--- config.mk ---
export PLATFORM = sky130hd
export DESIGN_NAME = anton_neopixel_feeder
export DESIGN_NICKNAME = d
export VERILOG_FILES = /design/src/rtl/anton_neopixel_feeder.sv
export SDC_FILE = /design/constraint.sdc
export NUM_CORES = 1
export LEC_CHECK = 0
export ABC_AREA = 1
export CAP_MARGIN = 15
export CORE_ASPECT_RATIO = 2
export CORE_MARGIN = 1.5
export CORE_UTILIZATION = 45
export CTS_CLUSTER_SIZE = 20
export DETAILED_ROUTE_END_ITERATION = 16
export MAX_ROUTING_LAYER = met4
export PLACE_DENSITY = 0.69
export SLEW_MARGIN = 10
export SYNTH_ARGS = -nofsm -noshare
export SYNTH_HDL_FRONTEND = slang
export SYNTH_SLANG_ARGS = --single-unit
--- constraint.sdc ---
create_clock -name busClk -period 2.5 [get_ports busClk]
set_input_delay 0.25 -clock busClk [delete_from_list [all_inputs] [get_ports busClk]]
set_output_delay 0.25 -clock busClk [all_outputs]
set_load 0.02 [all_outputs]
--- src/rtl/anton_neopixel_feeder.sv ---
// -----------------------------------------------------------------------------
// anton_neopixel_feeder
//
// Upstream stage of the neopixel module. Takes a valid/ready stream of pixel
// words and turns each one into byte writes on the neopixel register/pixel bus.
// At end of frame it writes the pixel-count limit (reg_max), then pulses
// syncStart so the stream logic renders the frame. A frame only starts while
// the neopixel output is idle, so a frame being streamed is never overwritten.
//
// Handshake: a pixel moves when pixValid && pixReady on a rising busClk edge.
// pixReady is registered, high only in ACCEPT, and does not depend on pixValid.
// The feeder never stalls the bus side: every busWrite is a single-cycle
// strobe with busAddr/busData valid in the same cycle.
//
// Ports:
//   busClk, busReset   clock and synchronous active-high reset
//   pixValid/pixReady  input pixel handshake
//   pixData            {W,R,G,B}, W in bits 31:24
//   pixLast            marks the last pixel of a frame
//   mode32             1 = GRBW (4 bytes/pixel), 0 = GRB (3 bytes/pixel)
//   neoState           neopixel stream busy (outputting or syncing)
//   busAddr/busData    bus write address and data
//   busWrite           one-cycle write strobe
//   syncStart          one-cycle frame-commit pulse
//   frameDone          one-cycle pulse, coincident with syncStart
//   overflow           sticky: pixels dropped in the current or last frame
//   busy               high in every state except WAIT_IDLE
//   dbgState           current FSM state, for observation only
// -----------------------------------------------------------------------------
module anton_neopixel_feeder #(
    parameter int          BUFFER_END  = 8191,
    parameter logic [13:0] MAX_ADDR_LO = 14'h2000,
    parameter logic [13:0] MAX_ADDR_HI = 14'h2001
) (
    input  logic        busClk,
    input  logic        busReset,
    input  logic        pixValid,
    output logic        pixReady,
    input  logic [31:0] pixData,
    input  logic        pixLast,
    input  logic        mode32,
    input  logic        neoState,
    output logic [13:0] busAddr,
    output logic [7:0]  busData,
    output logic        busWrite,
    output logic        syncStart,
    output logic        frameDone,
    output logic        overflow,
    output logic        busy,
    output logic [2:0]  dbgState
);

    // One spare bit so the pointer can sit one past BUFFER_END without wrapping.
    localparam int PW = $clog2(BUFFER_END + 1) + 1;
    localparam logic [PW:0] END_V = (PW + 1)'(BUFFER_END);

    typedef enum logic [2:0] {
        S_WAIT_IDLE = 3'd0,
        S_ACCEPT    = 3'd1,
        S_WRITE     = 3'd2,
        S_MAX_LO    = 3'd3,
        S_MAX_HI    = 3'd4,
        S_SYNC      = 3'd5
    } state_t;

    state_t        r_state;
    logic [PW-1:0] r_ptr;
    logic [12:0]   r_cnt;
    logic          r_mode;
    logic [31:0]   r_data;
    logic          r_last;
    logic [2:0]    r_idx;     // bytes of the current pixel already issued
    logic          r_skip;    // ignore neoState for one cycle after SYNC
    logic          r_pixReady;
    logic [13:0]   r_busAddr;
    logic [7:0]    r_busData;
    logic          r_busWrite;
    logic          r_syncStart;
    logic          r_frameDone;
    logic          r_overflow;
    logic          r_busy;

    logic [2:0]    w_bpp;
    logic [PW:0]   w_last_byte;
    logic          w_fits;
    logic          w_transfer;
    logic [12:0]   w_cnt_inc;
    logic [12:0]   w_max_cur;

    // reg_max holds count-1; a frame with no written pixels reports 0.
    function automatic logic [12:0] max_val(input logic [12:0] c);
        logic [12:0] v;
        v = (c == 13'd0) ? 13'd0 : c - 13'd1;
        return v;
    endfunction

    // Bus byte order is G, R, B, W.
    function automatic logic [7:0] byte_sel(input logic [31:0] d, input logic [1:0] i);
        logic [7:0] v;
        case (i)
            2'd0:    v = d[15:8];
            2'd1:    v = d[23:16];
            2'd2:    v = d[7:0];
            default: v = d[31:24];
        endcase
        return v;
    endfunction

    assign w_bpp       = r_mode ? 3'd4 : 3'd3;
    assign w_last_byte = {1'b0, r_ptr} + (PW + 1)'(w_bpp) - (PW + 1)'(1);
    assign w_fits      = (w_last_byte <= END_V);
    assign w_transfer  = pixValid && r_pixReady;
    assign w_cnt_inc   = r_cnt + 13'd1;
    assign w_max_cur   = max_val(r_cnt);

    always_ff @(posedge busClk) begin
        if (busReset) begin
            r_state     <= S_WAIT_IDLE;
            r_ptr       <= '0;
            r_cnt       <= '0;
            r_mode      <= 1'b0;
            r_data      <= '0;
            r_last      <= 1'b0;
            r_idx       <= '0;
            r_skip      <= 1'b0;
            r_pixReady  <= 1'b0;
            r_busAddr   <= '0;
            r_busData   <= '0;
            r_busWrite  <= 1'b0;
            r_syncStart <= 1'b0;
            r_frameDone <= 1'b0;
            r_overflow  <= 1'b0;
            r_busy      <= 1'b0;
        end else begin
            r_busWrite  <= 1'b0;
            r_syncStart <= 1'b0;
            r_frameDone <= 1'b0;
            case (r_state)
                S_WAIT_IDLE: begin
                    if (r_skip) begin
                        r_skip <= 1'b0;
                    end else if (!neoState) begin
                        r_mode     <= mode32;
                        r_ptr      <= '0;
                        r_cnt      <= '0;
                        r_overflow <= 1'b0;
                        r_busy     <= 1'b1;
                        r_pixReady <= 1'b1;
                        r_state    <= S_ACCEPT;
                    end
                end
                S_ACCEPT: begin
                    if (w_transfer) begin
                        r_data <= pixData;
                        r_last <= pixLast;
                        if (w_fits) begin
                            // First byte (G) goes out while the pixel is latched.
                            r_busWrite <= 1'b1;
                            r_busAddr  <= 14'(r_ptr);
                            r_busData  <= pixData[15:8];
                            r_ptr      <= r_ptr + 1'b1;
                            r_idx      <= 3'd1;
                            r_pixReady <= 1'b0;
                            r_state    <= S_WRITE;
                        end else begin
                            // Pixel does not fit completely: drop it whole.
                            r_overflow <= 1'b1;
                            if (pixLast) begin
                                r_pixReady <= 1'b0;
                                r_busWrite <= 1'b1;
                                r_busAddr  <= MAX_ADDR_LO;
                                r_busData  <= w_max_cur[7:0];
                                r_state    <= S_MAX_LO;
                            end
                        end
                    end
                end
                S_WRITE: begin
                    if (r_idx == w_bpp) begin
                        // Final byte is on the bus this cycle.
                        r_cnt <= w_cnt_inc;
                        if (r_last) begin
                            // (cnt+1)-1 == cnt, so the old count is reg_max.
                            r_busWrite <= 1'b1;
                            r_busAddr  <= MAX_ADDR_LO;
                            r_busData  <= r_cnt[7:0];
                            r_state    <= S_MAX_LO;
                        end else begin
                            r_pixReady <= 1'b1;
                            r_state    <= S_ACCEPT;
                        end
                    end else begin
                        r_busWrite <= 1'b1;
                        r_busAddr  <= 14'(r_ptr);
                        r_busData  <= byte_sel(r_data, r_idx[1:0]);
                        r_ptr      <= r_ptr + 1'b1;
                        r_idx      <= r_idx + 3'd1;
                    end
                end
                S_MAX_LO: begin
                    r_busWrite <= 1'b1;
                    r_busAddr  <= MAX_ADDR_HI;
                    r_busData  <= {3'b000, w_max_cur[12:8]};
                    r_state    <= S_MAX_HI;
                end
                S_MAX_HI: begin
                    r_syncStart <= 1'b1;
                    r_frameDone <= 1'b1;
                    r_state     <= S_SYNC;
                end
                S_SYNC: begin
                    r_busy  <= 1'b0;
                    r_skip  <= 1'b1;
                    r_state <= S_WAIT_IDLE;
                end
                default: begin
                    r_state <= S_WAIT_IDLE;
                end
            endcase
        end
    end

    assign pixReady  = r_pixReady;
    assign busAddr   = r_busAddr;
    assign busData   = r_busData;
    assign busWrite  = r_busWrite;
    assign syncStart = r_syncStart;
    assign frameDone = r_frameDone;
    assign overflow  = r_overflow;
    assign busy      = r_busy;
    assign dbgState  = r_state;

endmodule

# Word level (Yosys, flattened, before mapping)
# Cells that the tools add are included.
# word_totals
register_bits	95
input_bits	38
# classes
addsub	6
n_lt_le_gt_ge	1
eq_ne	18
n_mux	59
bitwise_logic	2
n_reduce_logical	20
# op_table
op	n
$mux W14	10
$pmux W14 S3	2
$mux W13	4
$pmux W8 S3	2
$mux W8	5
$mux W3	10
$pmux W13 S2	1
$mux W1	17
$ne A2 B2 Y1 const B	8
$add A14 B3 Y15	1
$le A15 B13 Y1 const B	1
$pmux W3 S5	1
$sub A15 B1 Y15 const B	1
$add A14 B1 Y14 const B	1
$add A13 B1 Y13 const B	1
$logic_not A13 Y1	1
$sub A13 B1 Y13 const B	1
$reduce_and A4 Y1	3
$reduce_and A5 Y1	2
$reduce_bool A2 Y1	4
$reduce_and A7 Y1	1
$eq A3 B2 Y1 const B	2
$eq A3 B3 Y1 const B	2
$ne A3 B3 Y1 const B	2
17 further kinds	23

# Logic depth before layout (Yosys ltp)
# Gate-level depths: netlist of run 1.
# depth
ltp_word	7
ltp_mapped	24
ltp_nobuf	23

# Least setup slack after synthesis of run 1
# No wires, ideal clock.
# synth_timing
path_type	flip-flop to flip-flop
startpoint	register r_ptr[1]
endpoint	register r_busData[5], in the netlist busData[5]
setup_ps	110
arrival_ps	2406
t_required_ps	2390
slack_ps	-16
stages_incl_launch_ff	24
path_buffers	1
cell_sequence	dfxtp_1 > inv_1 > ha_1 > inv_1 > ha_1 > inv_1 > fa_1 > inv_1 > nand2_1 > nand2_1 > nand2_1 > nand2_1 > nand2_1 > nand2_1 > nand2_1 > nand2_1 > inv_1 > nor2_2 > nand2_2 > nand2_4 > buf_4 > nand3_1 > nand3_1 > inv_1
# synth_via
elab_chain_cells	6
word_cells_on_any_way	8
# synth_lines
item	line	text
from (decl)	67	logic [PW-1:0] r_ptr;
from (signal assigned)	161	r_ptr <= r_ptr + 1'b1;
from (signal assigned)	196	r_ptr <= r_ptr + 1'b1;
$add A14 B3 Y15 (*)	110	assign w_last_byte = {1'b0, r_ptr} + (PW + 1)'(w_bpp) - (PW + 1)'(1);
$sub A15 B1 Y15 (*)	110	
$le A15 B13 Y1 (*)	111	assign w_fits = (w_last_byte <= END_V);
$mux W8	156	if (w_fits) begin
$mux W8	153	if (w_transfer) begin
$pmux W8 S3	138	case (r_state)
to (signal assigned)	160	r_busData <= pixData[15:8];
to (signal assigned)	172	r_busData <= w_max_cur[7:0];
to (signal assigned)	186	r_busData <= r_cnt[7:0];
to (decl)	76	logic [7:0] r_busData;
# Every way passes the cells marked *; elsewhere a longest branch is shown, timed or not. The select of a mux whose other input is x is not followed.
# A chain may end at the register's enable or synchronous reset.

# Final worst setup path of run 1
# layout_timing
startpoint	register r_ptr[1]
endpoint	register r_busData[7], in the netlist busData[7]
# Same word-level chain as after synthesis.

==> results.json, run 1 <==
{
  "drtPass1Iterations": 5,
  "drt-initial-drc-count": 333,
  "layout_min_cycle_time_ns": 2.65,
  "insertion_delay_ns": 0.36,
  "io_buffers": 68,
  "post_synth.cell_area_avg_um2": 6.91,
  "first_global_vias": 5627,
  "sinks_on_the_clock_net": 95,
  "groute.layer.met3.usage_pct": 4.09,
  "timing_max_transition_violations_final": 0,
  "worst_r2r_endpoint": "busData[7]",
  "worst_setup_path_endpoint": "busData[7]",
  "setup.reg_to_reg.worst_slack_ns": -0.15,
  "synth_fp_nets": 880,
  "synth_enable_flop_cells": 0,
  "core_area_um2": 12100,
  "drc": 0,
  "totalWireLength_um": 18100,
  "end_kind": "flip-flop",
  "die-width_um": 81.8,
  "cap_viol_max_count": 0,
  "vias_per_cell": 5.49,
  "initial_antenna_violation_count": 0,
  "numCtsBuffers": 9,
  "drive_above_1_share_pct": 19.8,
  "layout.cells.most_common": "nand2_1",
  "setup_viol_count_final": 34,
  "run_status": "finished, violations left",
  "synthesis.area_um2": 5580,
  "globalRoute.totalOverflow": 0,
  "flow.area_growth_from_synthesis_pct": 33.5,
  "gp_congestion": 0.946,
  "power.total_mw": 6.74,
  "final_worst_setup_slack_ns": -0.151,
  "cell_at_the_root_of_the_clock_tree": "clkbuf_16",
  "multi_input_area_um2": 3570,
  "worst-setup-path-type": "flip-flop to flip-flop",
  "met1_usage_pct": 27.1,
  "slew-limit-headroom_pct": 63.1,
  "placedInstanceArea_um2": 6600,
  "synth.ff_latch_count": 95,
  "failed_checks": "setup timing",
  "num_vias": 5800,
  "rsz0062_at_grt": "true",
  "grt_first_pass_wirelength_um": 27500,
  "startpoint": "r_ptr[1]",
  "synthCells": 808,
  "timing.critical_path.required_ns": 2.76,
  "groute.layer.met2.usage_pct": 49.8,
  "die_h_um": 161,
  "clock_tree.buffer_depth": 2,
  "worst-endpoint-arrival_ns": 2.91,
  "synth_flop_cell": "dfxtp_1",
  "fillerInstances": 1084,
  "grt_busiest_layer": "met2",
  "totalNegativeSetupSlack_ns": -3.24,
  "yosys_warnings": 0,
  "ff2ff_path_depth": 24,
  "p_per_area_nw_per_um2": 904,
  "grt.total_usage_pct": 28.8,
  "drtAntennaViolNets": 0,
  "finalHoldViolCount": 0,
  "total_leakage_power_nw": 3.25,
  "post-place-cells": 1031,
  "antenna_cells": 0,
  "htreeDepth": 3,
  "max_freq_mhz": 377,
  "floorplan.initialDensity_pct": 46.0,
  "finalNetCount": 976,
  "worstHoldPathType": "flip-flop to flip-flop",
  "detailed_place_hpwl_um": 13100,
  "wl_per_cell_um": 17.1,
  "worstReg2RegStart": "r_ptr[1]",
  "worst-path-max-fanout": 5,
  "ys_seq_area_share_pct": 34.1,
  "core.rowCount": 57,
  "vdd_drop_max_mv": 0.564,
  "io-pin-count": 69,
  "start_kind": "flip-flop",
  "share_of_the_core_filled_with_cells_pct": 61.5,
  "register_area_um2": 1910,
  "tritoncts": "yes",
  "worst_slew_pin_slew_ns": 0.553,
  "synth-async-reset-ratio_pct": 0,
  "maximum_number_of_pins_on_one_net_before_global_route_repair": 50,
  "commonest_non_fill_non_tap_cells_in_the_layout": "125 x nand2_1, 124 x nor2_1, 92 x dfxtp_1",
  "floorplan.die_area_um2": 13100,
  "final-instance-count-excl-fill": 1056,
  "final_design_area_no_fill_um2": 7450,
  "period_share_pct": 106,
  "synth.lib_cells_used.distinct": 45,
  "clk_pin_slew_worst_paths_ns": 0.07,
  "finClkSkew_ns": 0.00867
}
[cell type report]
cell class	instances	share of cell area, %
Clock inverter	6	0.688
Timing Repair Buffer	117	15.6
Tap cell	147	2.47
Inverter	88	4.63
Sequential cell	95	25.6
Clock buffer	10	3.07
Multi-Input combinational cell	593	47.9
[timing repair]
item	in CTS	in global routing
gates cloned	3	0
endpoints found under the hold margin	0	0
hold buffers	0	0
setup endpoints to repair	42	44
setup buffers	6	1
pin swaps	26	26
resized for setup	20	104
[stage by stage]
step	setup slack, ns	hold WS [ns]
3_5_place_dp	-0.197	0.460
6_report	-0.151	0.470
5_1_grt	-0.320	0.488
2_1_floorplan	0.0291	0.385
4_1_cts	-0.117	0.471
3_3_place_gp	-0.127	0.457
[power by group]
| group | leakage [nW] | internal (mW) | total, mW | switching [mW] |
|---|---|---|---|---|
| Clock | 0.128 | 0.689 | 1.33 | 0.645 |
| Sequential | 0.770 | 1.67 | 1.81 | 0.140 |
| Combinational | 2.35 | 1.45 | 3.59 | 2.15 |
[layer usage]
metal / share of wire [%] / vias up
li1: - / 2840
met5: 0 / -
met4: 8.8 / 0
met3: 4.1 / 103
met2: 53 / 225
met1: 34 / 2632
[kinds of logic after synthesis]
kind of cell / Yosys count / synth area share, %
xor+xnor: 20 / 3.14
flops: 95 / 34.1
fa+ha+maj: 34 / 7.76
simple gates: 399 / 32.4
compound gates: 139 / 13.6
buf+inv: 121 / 9.01
[flip-flops by register name, summed over array words and instances (netlist names), 3 cells and up]
signal and cells:
r_cnt 13, r_data 32, busData 8, r_ptr 14, busAddr 14, r_idx 3
dbgState 3
[cells in the mapped netlist (2+ instances only)]
| cell | n | area [um^2] |
|---|---|---|
| a21o_1 | 2 | 15.0 |
| inv_2 | 4 | 15.0 |
| nand2_1 | 146 | 548 |
| a22o_1 | 4 | 35.0 |
| nor3b_1 | 2 | 15.0 |
| nand3b_1 | 3 | 22.5 |
| a21oi_2 | 2 | 17.5 |
| xnor2_1 | 2 | 17.5 |
| a211oi_1 | 2 | 15.0 |
| inv_4 | 2 | 12.5 |
| buf_6 | 3 | 33.8 |
| clkinv_1 | 2 | 7.51 |
| clkbuf_1 | 20 | 75.1 |
| nand3_1 | 54 | 270 |
| nor2_1 | 130 | 488 |
| xor2_1 | 18 | 158 |
| buf_4 | 4 | 30.0 |
| nor2_2 | 3 | 18.8 |
| nand3_2 | 3 | 30.0 |
| a21oi_1 | 63 | 315 |
| nand2_4 | 4 | 45.0 |
| nor3_1 | 15 | 75.1 |
| o22ai_1 | 9 | 56.3 |
| dfxtp_1 | 95 | 1900 |
| nor3_2 | 2 | 20.0 |
| buf_2 | 5 | 25.0 |
| nor4_1 | 2 | 12.5 |
| o211ai_1 | 2 | 15.0 |
| nand2_2 | 3 | 18.8 |
| nand4_1 | 23 | 144 |
| o21ai_1 | 3 | 15.0 |
| ha_1 | 33 | 413 |
| nor2_4 | 5 | 56.3 |
| inv_1 | 80 | 300 |
| o21ai_0 | 48 | 240 |
[worst max-delay path: stages, from the launching register on]
cell	delay, ns
dfxtp_2	0.34
inv_2	0.05
ha_4	0.23
inv_4	0.05
ha_4	0.13
inv_2	0.04
fa_2	0.35
inv_2	0.05
nand2_1	0.04
nand2_1	0.05
nand2_1	0.06
nand2_1	0.07
nand2_2	0.07
nand2_2	0.08
nand2_2	0.06
nand2_4	0.08
inv_2	0.04
nor2_4	0.11
nand2_2	0.09
nand2_4	0.12
buf_12	0.13
buf_12	0.11
nand3_2	0.07
nand3_2	0.07
inv_1	0.04
[worst min-delay path by stage]
stage | from | to | slack [ns] | cells past startpoint
final | busy | busy | 0.47 | 2
after global routing | busAddr[11] | busAddr[11] | 0.49 | 2
after CTS | busAddr[5] | busAddr[5] | 0.47 | 2
after detailed placement | busAddr[3] | busAddr[3] | 0.46 | 2
after global placement | busAddr[7] | busAddr[7] | 0.46 | 2
after floorplan | pixData[10] | r_data[10] | 0.38 | 2
(Power assumes the default switching activity.)
==> inputs of run 2 (changes only) <==
--- a/config.mk
+++ b/config.mk
@@ -9,11 +9,11 @@
 export CAP_MARGIN = 15
 export CORE_ASPECT_RATIO = 2
 export CORE_MARGIN = 1.5
-export CORE_UTILIZATION = 45
+export CORE_UTILIZATION = 51
 export CTS_CLUSTER_SIZE = 20
 export DETAILED_ROUTE_END_ITERATION = 16
 export MAX_ROUTING_LAYER = met4
-export PLACE_DENSITY = 0.69
+export PLACE_DENSITY = 0.77
 export SLEW_MARGIN = 10
 export SYNTH_ARGS = -nofsm -noshare
 export SYNTH_HDL_FRONTEND = slang
==> results.json, run 2 (synthesis gave the netlist of run 1 again) <==
{
  "flow.area_growth_from_synthesis_pct": 33.0,
  "worst_slew_pin_slew_ns": 0.933,
  "floorplan.die_area_um2": 11600,
  "maximum_number_of_pins_on_one_net_before_global_route_repair": 49,
  "end_kind": "flip-flop",
  "drtPass1Iterations": 8,
  "vias_per_cell": 5.62,
  "commonest_non_fill_non_tap_cells_in_the_layout": "132 x nand2_1, 127 x nor2_1, 92 x dfxtp_1",
  "slowest_delay_ns": 0.33,
  "sinks_on_the_clock_net": 95,
  "die-width_um": 77.0,
  "io-pin-count": 69,
  "share_of_the_core_filled_with_cells_pct": 70.0,
  "grt_first_pass_wirelength_um": 28100,
  "run_status": "finished, violations left",
  "globalRoute.totalOverflow": 0,
  "cell_at_the_root_of_the_clock_tree": "clkbuf_16",
  "registers.top_by_ff_count": "r_data",
  "grt.total_usage_pct": 32.2,
  "failed_checks": "setup timing",
  "drt-initial-drc-count": 394,
  "gp_congestion": 0.980,
  "fillerInstances": 907,
  "num_vias": 5877,
  "drc": 0,
  "vdd_drop_max_mv": 0.764,
  "crit_path_cell_trace": "inv_2 > ha_4 > inv_4 > ha_4 > inv_2 > fa_2 > inv_1 > nand2_1 > nand2_1 > nand2_1 > nand2_1 > nand2_1 > nand2_1 > nand2_1 > nand2_2 > nand3_4 > buf_6 > o21ai_4 > buf_12 > nand3_1 > a21oi_1",
  "core_area_um2": 10600,
  "cts.hold.buffers_added": 0,
  "finalNetCount": 976,
  "totalWireLength_um": 18400,
  "slew-limit-headroom_pct": 37.7,
  "p_per_area_nw_per_um2": 921,
  "wl_per_cell_um": 17.6,
  "clk_pin_slew_worst_paths_ns": 0.07,
  "drtAntennaViolNets": 0,
  "io_buffers": 68,
  "max_freq_mhz": 384,
  "critical_path.top_delay_family": "simple AND/OR/NAND/NOR gates",
  "critical_path_buf_inv_count": 6,
  "htreeDepth": 3,
  "worst-setup-path-type": "flip-flop to flip-flop",
  "finClkSkew_ns": 0.00597,
  "finalHoldViolCount": 0,
  "core.rowCount": 53,
  "setup_viol_count_final": 30,
  "drive_above_1_share_pct": 18.0,
  "antenna_cells": 0,
  "clock_tree.buffer_depth": 2,
  "die_h_um": 151,
  "crit_path_top_delay_cell": "dfxtp_2",
  "numCtsBuffers": 9,
  "power_frac_clock_pct": 22.3,
  "final_worst_setup_slack_ns": -0.105,
  "worstHoldPathType": "flip-flop to flip-flop",
  "timing_max_transition_violations_final": 0,
  "critical-path-top-cell-by-count": "nand2_1",
  "combinational_power_share_pct": 51.2,
  "cap_viol_max_count": 0,
  "largest_reg_flops": 32,
  "layout_min_cycle_time_ns": 2.61,
  "detailed_place_hpwl_um": 13600,
  "minimum_hold_slack_ns": 0.479,
  "sw_frac_of_total_pct": 42.2,
  "share_seq_of_total_power_pct": 26.5,
  "worst-endpoint-arrival_ns": 2.88,
  "multi_input_area_um2": 3530,
  "total_leakage_power_nw": 3.24,
  "post-place-cells": 1020,
  "period_share_pct": 104,
  "worst-path-max-fanout": 7,
  "first_global_vias": 5741,
  "initial_antenna_violation_count": 0,
  "floorplan.initialDensity_pct": 52.6,
  "layout.cells.most_common": "nand2_1",
  "insertion_delay_ns": 0.35,
  "timing.critical_path.required_ns": 2.77,
  "tritoncts": "yes",
  "power.switching_mw": 2.89,
  "rsz0062_at_grt": "true",
  "start_kind": "flip-flop",
  "final-instance-count-excl-fill": 1046,
  "cellInternalPower_mw": 3.95,
  "register_area_um2": 1910
}
-- run 2: cell type report --
type	count	area share [%]
Multi-Input combinational cell	593	47.6
Sequential cell	95	25.7
Timing Repair Buffer	117	15.4
Inverter	88	4.65
Clock buffer	10	3.08
Tap cell	137	2.31
Clock inverter	6	1.25
-- run 2: power by group through the flow --
stage	Sequential, mW	Combinational, mW	Clock, mW
2_1_floorplan	1.88	1.62	0
3_3_place_gp	1.83	2.62	0
3_5_place_dp	1.83	2.66	0
4_1_cts	1.81	3.07	1.52
5_1_grt	1.83	3.74	1.58
6_report	1.81	3.50	1.52
-- run 2: path summary, 6_finish.rpt --
path / startpoint / slack (ns) / endpoint / cells past startpoint
min reg2reg: busAddr[4] / 0.48 / busAddr[4] / 2
min: busAddr[4] / 0.48 / busAddr[4] / 2
max: r_ptr[1] / -0.11 / busAddr[8] / 21
max reg2reg: r_ptr[1] / -0.11 / busAddr[8] / 21
-- run 2: timing repair --
item / 4_1_cts / 5_1_grt
hold endpoints to repair: 0 / 0
cloned: 3 / 0
resized for setup: 44 / 62
pin swaps: 24 / 39
setup endpoints to repair: 43 / 44
buffers inserted: 5 / 3
-- run 2: metal layers --
metal	GRT usage [%]	wire [um]	vias to the layer above
met5	-	0	-
met4	21.4	1400	0
met3	3.92	818	102
met2	62.3	9910	250
met1	28.6	6250	2682
li1	-	-	2843
-- run 2: through the flow --
stage          setup WS [ns]  total power [mW]  TNS [ns]  area [um^2]
2_1_floorplan         0.0291              3.50         0         5580
3_3_place_gp          -0.154              4.45     -2.92         6580
3_5_place_dp          -0.215              4.49     -5.75         6580
4_1_cts               -0.107              6.40     -2.19         7140
5_1_grt               -0.346              7.16     -7.21         7420
6_report              -0.105              6.84     -1.46         7420
-- run 2: worst min-delay path: stages (launching register included) --
cell     delay, ns
dfxtp_1       0.32
nand2_1       0.06
a21oi_1       0.05
